## config.mk

```make
export PLATFORM = sky130hd
export DESIGN_NAME = bf_result_streamer_flat
export DESIGN_NICKNAME = d
export VERILOG_FILES = /design/src/rtl/bf_pkg.sv /design/src/rtl/bf_result_streamer_if.sv /design/src/rtl/bf_edge_det.sv /design/src/rtl/bf_result_streamer.sv /design/src/flat_wrapper.sv
export SDC_FILE = /design/constraint.sdc
export NUM_CORES = 1
export LEC_CHECK = 0
export CAP_MARGIN = 20
export CELL_PAD_IN_SITES_DETAIL_PLACEMENT = 0
export CELL_PAD_IN_SITES_GLOBAL_PLACEMENT = 1
export CORE_UTILIZATION = 33
export CTS_BUF_LIST = sky130_fd_sc_hd__clkbuf_4 sky130_fd_sc_hd__clkbuf_8
export CTS_CLUSTER_DIAMETER = 30
export DETAILED_ROUTE_END_ITERATION = 16
export PLACE_DENSITY_LB_ADDON = 0.1
export SLEW_MARGIN = 20
export SYNTH_ARGS = -nofsm -noshare
export SYNTH_HDL_FRONTEND = slang
export SYNTH_HIERARCHICAL = 1
export SYNTH_SLANG_ARGS = --single-unit
```

## constraint.sdc

```tcl
create_clock -name clock -period 2.9 [get_ports clock]
set_input_delay 0.58 -clock clock [delete_from_list [all_inputs] [get_ports clock]]
set_output_delay 0.58 -clock clock [all_outputs]
set_load 0.05 [all_outputs]
```

## src/rtl/bf_pkg.sv

```systemverilog
`default_nettype none
// ============================================================================
// Module      : bf_pkg
// Description : Shared constants and types for the Bellman-Ford result path:
//               memory/distance widths, the unreachable-distance encoding,
//               the streamer state enum and the stream beat record.
// Revision    : 1.0 - initial release
// ============================================================================
package bf_pkg;

    localparam int ADDR_W = 13;
    localparam int DATA_W = 16;
    localparam logic [DATA_W-1:0] INF_VAL = 16'hFFFF;

    typedef enum logic [2:0] {
        IDLE  = 3'd0,
        FETCH = 3'd1,
        HOLD  = 3'd2,
        NEG   = 3'd3,
        DONE  = 3'd4
    } state_t;

    typedef struct packed {
        logic [DATA_W-1:0] data;
        logic [ADDR_W-1:0] index;
        logic              last;
        logic              neg;
    } beat_t;

endpackage
`default_nettype wire

```

## src/rtl/bf_result_streamer_if.sv

```systemverilog
`default_nettype none
// ============================================================================
// Module      : bf_result_streamer_if
// Description : Valid/ready result stream carrying one distance per beat
//               with its node index, last marker and negative-cycle flag.
// Revision    : 1.0 - initial release
// ============================================================================
interface bf_result_streamer_if #(
    parameter int ADDR_W = 13,
    parameter int DATA_W = 16
);
    logic              out_valid;
    logic              out_ready;
    logic [DATA_W-1:0] out_data;
    logic [ADDR_W-1:0] out_index;
    logic              out_last;
    logic              out_neg;

    modport master (
        output out_valid, out_data, out_index, out_last, out_neg,
        input  out_ready
    );

    modport slave (
        input  out_valid, out_data, out_index, out_last, out_neg,
        output out_ready
    );
endinterface
`default_nettype wire

```

## src/rtl/bf_edge_det.sv

```systemverilog
`default_nettype none
// ============================================================================
// Module      : bf_edge_det
// Description : Single-bit rising-edge detector with synchronous reset.
//               The detector is disarmed for the first cycle after reset so
//               a level that is already high at release is not seen as a rise.
// Revision    : 1.0 - initial release
// ============================================================================
module bf_edge_det (
    input  wire logic clock,
    input  wire logic reset,
    input  wire logic i_din,
    output logic      o_rise
);

    logic r_prev;
    logic r_armed;

    // Track the previous input level and arm one cycle after reset release.
    always_ff @(posedge clock) begin
        if (reset) begin
            r_prev  <= 1'b0;
            r_armed <= 1'b0;
        end else begin
            r_prev  <= i_din;
            r_armed <= 1'b1;
        end
    end

    assign o_rise = r_armed & i_din & ~r_prev;

endmodule
`default_nettype wire

```

## src/rtl/bf_result_streamer.sv

```systemverilog
`default_nettype none
// ============================================================================
// Module      : bf_result_streamer
// Description : Walks the Bellman-Ford output memory from address 0 to
//               NUM_NODES-1 after Finish rises and streams each distance with
//               its node index; a NegCycle rise yields one flagged beat.
//               Optional statistics (reach_cnt, max_dist) are built only when
//               the RESULT_STATS_EN macro is defined; otherwise tied to 0.
// Revision    : 1.0 - initial release
// ============================================================================
module bf_result_streamer #(
    parameter int                ADDR_W    = bf_pkg::ADDR_W,
    parameter int                DATA_W    = bf_pkg::DATA_W,
    parameter int                NUM_NODES = 8192,
    parameter logic [DATA_W-1:0] INF_VAL   = bf_pkg::INF_VAL
) (
    input  wire logic              clock,
    input  wire logic              reset,
    input  wire logic              Finish,
    input  wire logic              NegCycle,
    output logic [ADDR_W-1:0]      OMAR,
    input  wire logic [DATA_W-1:0] OMDR,
    bf_result_streamer_if.master   strm,
    output logic                   busy,
    output logic                   done,
    output logic [ADDR_W:0]        reach_cnt,
    output logic [DATA_W-1:0]      max_dist
);
    import bf_pkg::*;

    localparam logic [ADDR_W-1:0] c_LAST_ADDR = ADDR_W'(NUM_NODES - 1);

    state_t            r_state;
    state_t            w_state_nxt;
    logic              w_fin_rise;
    logic              w_neg_rise;
    logic              w_start;
    logic              w_load;
    logic              w_neg_load;
    logic              w_accept;

    logic [ADDR_W-1:0] r_omar;
    logic              r_out_valid;
    logic [DATA_W-1:0] r_out_data;
    logic [ADDR_W-1:0] r_out_index;
    logic              r_out_last;
    logic              r_out_neg;
    logic              r_busy;
    logic              r_done;

    bf_edge_det u_fin_edge (
        .clock  (clock),
        .reset  (reset),
        .i_din  (Finish),
        .o_rise (w_fin_rise)
    );

    bf_edge_det u_neg_edge (
        .clock  (clock),
        .reset  (reset),
        .i_din  (NegCycle),
        .o_rise (w_neg_rise)
    );

    // State register.
    always_ff @(posedge clock) begin
        if (reset) begin
            r_state <= IDLE;
        end else begin
            r_state <= w_state_nxt;
        end
    end

    // Next-state decode and datapath strobes; NegCycle wins a tie in IDLE.
    always_comb begin
        w_state_nxt = r_state;
        w_start     = 1'b0;
        w_load      = 1'b0;
        w_neg_load  = 1'b0;
        w_accept    = 1'b0;
        case (r_state)
            IDLE: begin
                if (w_neg_rise) begin
                    w_neg_load  = 1'b1;
                    w_state_nxt = NEG;
                end else if (w_fin_rise) begin
                    w_start     = 1'b1;
                    w_state_nxt = FETCH;
                end
            end
            FETCH: begin
                w_load      = 1'b1;
                w_state_nxt = HOLD;
            end
            HOLD: begin
                if (strm.out_ready) begin
                    w_accept    = 1'b1;
                    w_state_nxt = r_out_last ? DONE : FETCH;
                end
            end
            NEG: begin
                if (strm.out_ready) begin
                    w_accept    = 1'b1;
                    w_state_nxt = DONE;
                end
            end
            DONE:    w_state_nxt = DONE;
            default: w_state_nxt = IDLE;
        endcase
    end

    // Read address, beat register and status flags driven by the FSM strobes.
    always_ff @(posedge clock) begin
        if (reset) begin
            r_omar      <= '0;
            r_out_valid <= 1'b0;
            r_out_data  <= '0;
            r_out_index <= '0;
            r_out_last  <= 1'b0;
            r_out_neg   <= 1'b0;
            r_busy      <= 1'b0;
            r_done      <= 1'b0;
        end else begin
            if (w_start) begin
                r_omar <= '0;
                r_busy <= 1'b1;
            end
            if (w_load) begin
                r_out_valid <= 1'b1;
                r_out_data  <= OMDR;
                r_out_index <= r_omar;
                r_out_last  <= (r_omar == c_LAST_ADDR);
            end
            if (w_neg_load) begin
                r_out_valid <= 1'b1;
                r_out_neg   <= 1'b1;
                r_out_data  <= INF_VAL;
                r_out_index <= '0;
                r_out_last  <= 1'b1;
            end
            if (w_accept) begin
                r_out_valid <= 1'b0;
                // The last beat never advances the address, so OMAR cannot wrap.
                if (r_out_last) begin
                    r_busy <= 1'b0;
                    r_done <= 1'b1;
                end else begin
                    r_omar <= r_omar + ADDR_W'(1);
                end
            end
        end
    end

`ifdef RESULT_STATS_EN
    logic [ADDR_W:0]   r_reach_cnt;
    logic [DATA_W-1:0] r_max_dist;

    // Accumulate reachable-node count and largest finite distance per accepted beat.
    always_ff @(posedge clock) begin
        if (reset) begin
            r_reach_cnt <= '0;
            r_max_dist  <= '0;
        end else if (w_accept && !r_out_neg && (r_out_data != INF_VAL)) begin
            r_reach_cnt <= r_reach_cnt + (ADDR_W+1)'(1);
            if (r_out_data > r_max_dist) begin
                r_max_dist <= r_out_data;
            end
        end
    end

    assign reach_cnt = r_reach_cnt;
    assign max_dist  = r_max_dist;
`else
    assign reach_cnt = '0;
    assign max_dist  = '0;
`endif

    assign OMAR           = r_omar;
    assign strm.out_valid = r_out_valid;
    assign strm.out_data  = r_out_data;
    assign strm.out_index = r_out_index;
    assign strm.out_last  = r_out_last;
    assign strm.out_neg   = r_out_neg;
    assign busy           = r_busy;
    assign done           = r_done;

endmodule
`default_nettype wire

```

## src/flat_wrapper.sv

```systemverilog
// flat-port wrapper written by rule: the top's interface ports become plain ports
module bf_result_streamer_flat import bf_pkg::*;
#(
    parameter int                ADDR_W    = bf_pkg::ADDR_W,
    parameter int                DATA_W    = bf_pkg::DATA_W,
    parameter int                NUM_NODES = 8192,
    parameter logic [DATA_W-1:0] INF_VAL   = bf_pkg::INF_VAL
)
  (clock, reset, Finish, NegCycle, OMAR, OMDR, busy, done, reach_cnt, max_dist, strm_out_valid, strm_out_data, strm_out_index, strm_out_last, strm_out_neg, strm_out_ready);
  bf_result_streamer_if #(.ADDR_W(ADDR_W), .DATA_W(DATA_W)) strm_i ();
  input  wire logic clock;
  input  wire logic reset;
  input  wire logic Finish;
  input  wire logic NegCycle;
  output logic [ADDR_W-1:0] OMAR;
  input  wire logic [DATA_W-1:0] OMDR;
  output logic busy;
  output logic done;
  output logic [ADDR_W:0] reach_cnt;
  output logic [DATA_W-1:0] max_dist;
  output wire logic [$bits(strm_i.out_valid)-1:0] strm_out_valid;
  output wire logic [$bits(strm_i.out_data)-1:0] strm_out_data;
  output wire logic [$bits(strm_i.out_index)-1:0] strm_out_index;
  output wire logic [$bits(strm_i.out_last)-1:0] strm_out_last;
  output wire logic [$bits(strm_i.out_neg)-1:0] strm_out_neg;
  input wire logic [$bits(strm_i.out_ready)-1:0] strm_out_ready;
  assign strm_out_valid = strm_i.out_valid;
  assign strm_out_data = strm_i.out_data;
  assign strm_out_index = strm_i.out_index;
  assign strm_out_last = strm_i.out_last;
  assign strm_out_neg = strm_i.out_neg;
  assign strm_i.out_ready = strm_out_ready;
  bf_result_streamer #(.ADDR_W(ADDR_W), .DATA_W(DATA_W), .NUM_NODES(NUM_NODES), .INF_VAL(INF_VAL)) u_core (.clock(clock), .reset(reset), .Finish(Finish), .NegCycle(NegCycle), .OMAR(OMAR), .OMDR(OMDR), .strm(strm_i), .busy(busy), .done(done), .reach_cnt(reach_cnt), .max_dist(max_dist));
endmodule
```

==> results.txt, run 1 <==
status - finished, violations left
failing checks - design-rule violations
clock latency on the worst-skew pair - 300 ps
RSZ-0062 raised after global routing - false
PortBufs - 67
fmax - 446 MHz
sequential-to-total area share from yosys stat - 0.467
post-route minimum period - 2240 ps
All-Layer GR Usage - 0.152
CP max-delay cell - clkdlybuf4s50_1
worst clock skew - 9.70 ps
Post-DRT Antenna Nets - 0
largest net degree at the start of global routing - 32
met2 Use GR - 0.248
Reg-to-Reg Start - u_core/r_state[1]
area of the mapped netlist - 2310 µm²
Core ar. - 6790 µm²
post-DP HPWL - 3.55 mm
final hold viol count - 0
Area Overhead vs Synth - 31.2%
pwr dens - 544 nW/µm²
root buffer cell - clkbuf_8
Main synth FF type - dfxtp_1
Leakage Power - 0.00107 µW
Peak VDD IR - 216 µV
worst endpoint required time - 2320 ps
via/cell ratio - 4.46
Reg2Reg Depth - 4
synthesized flop and latch total - 54
first-pass GRT wire length - 8.69 mm
gr busiest metal - met2
critical path endpoint category - output pin
fin nets - 360
cells along the critical path - clkdlybuf4s50_1
Synth Instances - 277
Worst Path Buf+Inv - 1
final worst path period share - 0.774
final core occ - 0.447
TritonCTS Buffers - 5
critical path class - register to output pin
Syn Area/Cell - 8.36 µm²
Rel. slew slack - 0.540
hold buffers post-CTS - 0
Post-Route WL - 5.23 mm
clock-pin slew on the worst setup and hold paths - 90 ps
total setup buffers inserted after CTS - 0
R2R Setup Slk - 1020 ps
Pre-antenna DRT Iters - 10
slowest stage delay, CP - 870 ps
Residual DRC - 1
antenna violations before repair - 0
Die Span Y - 85.8 µm
sum of negative setup slack - 0 ps
CTS tree - built
final RePlAce weighted congestion - 0.698
synth unique cells - 39
Rows - 30
maxcap violations - 0
async set-reset flop share out of synthesis - 0
Antenna Cells - 0
vias in the first global route - 1789
share of cells above drive strength 1 - 0.0533
reg2reg end - u_core/strm.out_index[10]
fin worst setup slack - 656 ps
WL/cell - 12.1 µm
family with the most delay on the worst path - buffers and inverters
GRT overflow - 0
worst slew pin tran - 690 ps
Ports - 98
clk sink count - 54
max-slew violations - 0
H-tree depth - 2
initial core utilization - 0.341
Arrival @ worst endpoint - 1660 ps
pre-CTS setup slack - 527 ps
met1 usage - 0.196
commonest non-fill, non-tap cell in the layout - clkdlybuf4s50_1
worst hold path class - register to register
CP startpoint kind - register
worst hold path cell count - 2
most frequent cells in the layout - 67 x clkdlybuf4s50_1, 65 x nand2_1, 54 x dfxtp_1
DP Area - 2950 µm²
Post-synth EDFFs - 0
final instance area - 3040 µm²
WHS Endpoint - u_core/strm.out_index[7]
die area - 7350 µm²
maximum net fanout on the critical path - 7
DIE WIDTH - 85.8 µm
Resized Gates After CTS - 0
HP Start - u_core/strm.out_index[7]
grt met3 use - 0.0433
DR vias - 1935
final setup violation count - 0
initial DRC count - 57
# fillers - 706
yosys warns - 6
CTS max path bufs - 2
stage by stage:
stage	hold WS (ps)	std cells	total power, µW
floorplan	563	306	1170
global placement	442	427	1270
detailed placement	448	427	1260
finish	455	434	1650
global route	485	434	1740
CTS	462	434	1680
cell type report:
| cell class | instances | area [µm²] | share of cell area |
|---|---|---|---|
| multi-input combinational | 203 | 1040 | 0.344 |
| tap | 96 | 120 | 0.0395 |
| timing repair buffer | 70 | 693 | 0.228 |
| sequential | 54 | 1080 | 0.356 |
| inverter | 4 | 15.0 | 0.00494 |
| clock buffer | 6 | 76.3 | 0.0251 |
| clock inverter | 1 | 7.51 | 0.00247 |
cells in the mapped netlist (2+ instances only):
library cell	number	area share
nand2_1	65	0.11
xor2_1	2	0.0076
inv_1	4	0.0065
buf_2	5	0.011
clkbuf_1	10	0.016
nand3_1	7	0.015
a21oi_1	20	0.043
xnor2_1	5	0.019
dfxtp_1	54	0.47
nand4_1	3	0.0081
a211oi_1	2	0.0065
nor2b_1	2	0.0054
a31oi_1	18	0.049
o31ai_1	2	0.0065
and3b_1	2	0.0076
o211ai_1	2	0.0065
nor2_1	16	0.026
buf_4	30	0.097
nor4_1	4	0.011
nor3_1	4	0.0086
o41ai_1	2	0.0076
per-layer routing:
| metal | part of all wire | vias to the layer above |
|---|---|---|
| li1 | - | 1003 |
| met1 | 0.48 | 865 |
| met2 | 0.45 | 60 |
| met3 | 0.060 | 7 |
| met4 | 0.012 | 0 |
| met5 | 0 | - |
where the power goes:
group / switching, µW / internal (µW) / leakage, µW
Sequential: 32.0 / 782 / 0.000440
Combinational: 309 / 124 / 0.000587
Clock: 231 / 176 / 0.0000407
Total: 572 / 1080 / 0.00107
kinds of logic after synthesis:
group	Yosys count	share of synthesized area
adders and majority gates	1	0.00540
AOI/OAI and AO/OA	50	0.130
other	1	0.00162
and+or+nand+nor	114	0.234
buffers and inverters	49	0.131
xor gates and xnor gates	7	0.0265
DFF	54	0.467
muxes	1	0.00486
sequential cells by signal, summed over array words and instances (netlist names):
register / count
u_core/u_fin_edge/r_armed: 1
u_core/u_neg_edge/r_armed: 1
u_core/strm.out_index: 13
u_core/busy: 1
u_core/strm.out_valid: 1
u_core/done: 1
u_core/strm.out_neg: 1
u_core/strm.out_last: 1
u_core/u_neg_edge/r_prev: 1
u_core/strm.out_data: 16
u_core/r_state: 3
u_core/OMAR: 13
u_core/u_fin_edge/r_prev: 1
how the worst max path moves through the flow:
stage                    from                       end  slack (ps)  cells after the start
2_1_floorplan  u_core/OMAR[0]           u_core/OMAR[12]        1150                      5
3_3_place_gp         NegCycle  u_core/strm.out_index[4]         590                      5
3_5_place_dp         NegCycle  u_core/strm.out_index[4]         530                      5
4_1_cts        u_core/OMAR[5]                   OMAR[5]         630                      1
5_1_grt        u_core/OMAR[7]                   OMAR[7]         570                      1
6_report       u_core/OMAR[5]                   OMAR[5]         660                      1
(Power assumes the default switching activity.)
==> inputs of run 2 (changes only) <==
--- a/config.mk
+++ b/config.mk
@@ -8,7 +8,7 @@
 export CAP_MARGIN = 20
 export CELL_PAD_IN_SITES_DETAIL_PLACEMENT = 0
 export CELL_PAD_IN_SITES_GLOBAL_PLACEMENT = 1
-export CORE_UTILIZATION = 33
+export CORE_UTILIZATION = 28
 export CTS_BUF_LIST = sky130_fd_sc_hd__clkbuf_4 sky130_fd_sc_hd__clkbuf_8
 export CTS_CLUSTER_DIAMETER = 30
 export DETAILED_ROUTE_END_ITERATION = 16
==> constraint.sdc (replaced) <==
create_clock -name clock -period 2 [get_ports clock]
set_input_delay 0.4 -clock clock [delete_from_list [all_inputs] [get_ports clock]]
set_output_delay 0.4 -clock clock [all_outputs]
set_load 0.05 [all_outputs]
==> run 2 against run 1 <==
The flow now finishes without violations. Utilization fell by 4.8 points. Global-route usage fell by 0.88 points. Critical path type unchanged. Register-to-register slack worse by 570 ps. Highest routed layer unchanged.
==> results.txt, run 2 (synthesis results as in run 1) <==
fin nets - 371 (was 360)
die area - 8630 µm² (was 7350 µm²)
DIE WIDTH - 92.9 µm (was 85.8 µm)
max-slew violations - 0 (unchanged)
cells along the critical path - clkdlybuf4s50_1 (unchanged)
Worst Path Buf+Inv - 1 (unchanged)
share of cells above drive strength 1 - 0.117 (was 0.0533)
CTS max path bufs - 2 (unchanged)
slowest stage delay, CP - 830 ps (was 870 ps)
Post-DRT Antenna Nets - 0 (unchanged)
via/cell ratio - 4.46 (about the same)
vias in the first global route - 1934 (was 1789)
Arrival @ worst endpoint - 1540 ps (was 1660 ps)
Worst path depth - 1 (unchanged)
sw frac - 0.329 (was 0.346)
Seq pwr share - 0.455 (was 0.492)
Logic pwr share - 0.255 (was 0.262)
critical path class - register to output pin (unchanged)
worst hold path cell count - 2 (unchanged)
CP max-delay cell - clkdlybuf4s50_1 (unchanged)
grt met3 use - 0.0435 (was 0.0433)
first-pass GRT wire length - 9.63 mm (was 8.69 mm)
initial DRC count - 98 (was 57)
Peak VDD IR - 327 µV (was 216 µV)
Leakage Power - 0.00118 µW (was 0.00107 µW)
Post-Route WL - 5.92 mm (was 5.23 mm)
worst endpoint required time - 1600 ps (was 2320 ps)
footprint of the multi-input gates - 1040 µm² (unchanged)
family with the most delay on the worst path - buffers and inverters (unchanged)
Rows - 32 (was 30)
# fillers - 844 (was 706)
DR vias - 2015 (was 1935)
Ports - 98 (unchanged)
RSZ-0062 raised after global routing - false (unchanged)
internal power - 1730 µW (was 1080 µW)
Pre-antenna DRT Iters - 4 (was 10)
met2 Use GR - 0.225 (was 0.248)
H-tree depth - 2 (unchanged)
TritonCTS Buffers - 5 (unchanged)
clock-pin slew on the worst setup and hold paths - 90 ps (about the same)
final worst path period share - 0.972
number of flip-flops in the largest register - 16 (unchanged)
CTS tree - built (unchanged)
maxcap violations - 0 (unchanged)
Resized Gates After CTS - 0 (unchanged)
sum of negative setup slack - 0 ps (unchanged)
switching pwr - 851 µW (was 572 µW)
CP startpoint kind - register (unchanged)
hold buffers post-CTS - 0 (unchanged)
overall power - 2580 µW (was 1650 µW)
worst slew pin tran - 524 ps (was 690 ps)
Residual DRC - 0 (was 1)
All-Layer GR Usage - 0.143 (was 0.152)
pwr dens - 825 nW/µm² (was 544 nW/µm²)
most frequent cells in the layout - 65 x nand2_1, 54 x clkdlybuf4s50_1, 54 x dfxtp_1 (was 67 x clkdlybuf4s50_1, 65 x nand2_1, 54 x dfxtp_1)
final hold viol count - 0 (unchanged)
post-route minimum period - 1940 ps
DP Area - 3010 µm² (was 2950 µm²)
minimum hold slack - 459 ps (was 455 ps)
WL/cell - 13.1 µm (was 12.1 µm)
Rel. slew slack - 0.649 (was 0.540)
Die Span Y - 92.9 µm (was 85.8 µm)
Reg2Reg Depth - 4 (unchanged)
status - complete, no violations (was finished, violations left)
largest net degree at the start of global routing - 25 (was 32)
maximum net fanout on the critical path - 4 (was 7)
commonest non-fill, non-tap cell in the layout - nand2_1 (was clkdlybuf4s50_1)
clock latency on the worst-skew pair - 300 ps (about the same)
clk sink count - 54 (unchanged)
met1 usage - 0.189 (was 0.196)
critical path endpoint category - output pin (unchanged)
root buffer cell - clkbuf_8 (unchanged)
final instance area - 3130 µm² (was 3040 µm²)
Core ar. - 7850 µm² (was 6790 µm²)
final setup violation count - 0 (unchanged)
PortBufs - 67 (unchanged)
total setup buffers inserted after CTS - 0 (unchanged)
Area Overhead vs Synth - 35.2% (was 31.2%)
worst clock skew - 8.97 ps (was 9.70 ps)
antenna violations before repair - 0 (unchanged)
clock power share - 0.290 (was 0.246)
fmax - 514 MHz
Antenna Cells - 0 (unchanged)
initial core utilization - 0.295 (was 0.341)
final RePlAce weighted congestion - 0.737 (was 0.698)
worst hold path class - register to register (unchanged)
post-DP HPWL - 4.09 mm (was 3.55 mm)
Seq. cell area - 1080 µm² (unchanged)
gr busiest metal - met2 (unchanged)
GRT overflow - 0 (unchanged)
## run 2: power by group through the flow
stage	Combinational, µW	Sequential (µW)	Clock (µW)
CTS	666	1180	789
global route	703	1190	827
finish	658	1180	749
detailed placement	663	1200	0
global placement	662	1200	0
floorplan	338	1360	0
## run 2: per-stage QoR
stage,cells,setup WS [ps],util
floorplan,306,254,-
global placement,444,161,0.384
detailed placement,444,76.1,0.384
CTS,452,36.4,0.399
global route,452,15.5,0.399
finish,452,56.1,0.399
## run 2: area by class of cell
type                       instances  area share
clock inverter                     1     0.00959
tap                              102      0.0408
timing repair buffer              81       0.239
multi-input combinational        203       0.334
clock buffer                       7      0.0268
inverter                           4     0.00480
sequential                        54       0.345
## run 2: final timing paths
kind	from	to	slack (ps)
max reg2reg	u_core/OMAR[2]	u_core/OMAR[12]	450
max	u_core/OMAR[10]	OMAR[10]	60
min	u_core/strm.out_index[0]	u_core/strm.out_index[0]	460
min reg2reg	u_core/strm.out_index[0]	u_core/strm.out_index[0]	460
## run 2: metal layers
layer | wire length, µm | share of wire
met4 | 63 | 0.011
met2 | 2610 | 0.44
met5 | 0 | 0
met1 | 2870 | 0.48
met3 | 381 | 0.064
==> inputs of run 3 (changes only) <==
--- a/config.mk
+++ b/config.mk
@@ -5,7 +5,6 @@
 export SDC_FILE = /design/constraint.sdc
 export NUM_CORES = 1
 export LEC_CHECK = 0
-export CAP_MARGIN = 20
 export CELL_PAD_IN_SITES_DETAIL_PLACEMENT = 0
 export CELL_PAD_IN_SITES_GLOBAL_PLACEMENT = 1
 export CORE_UTILIZATION = 28
==> results of run 3 <==
No change in the layout: final DEF, timing and power equal those of run 2.
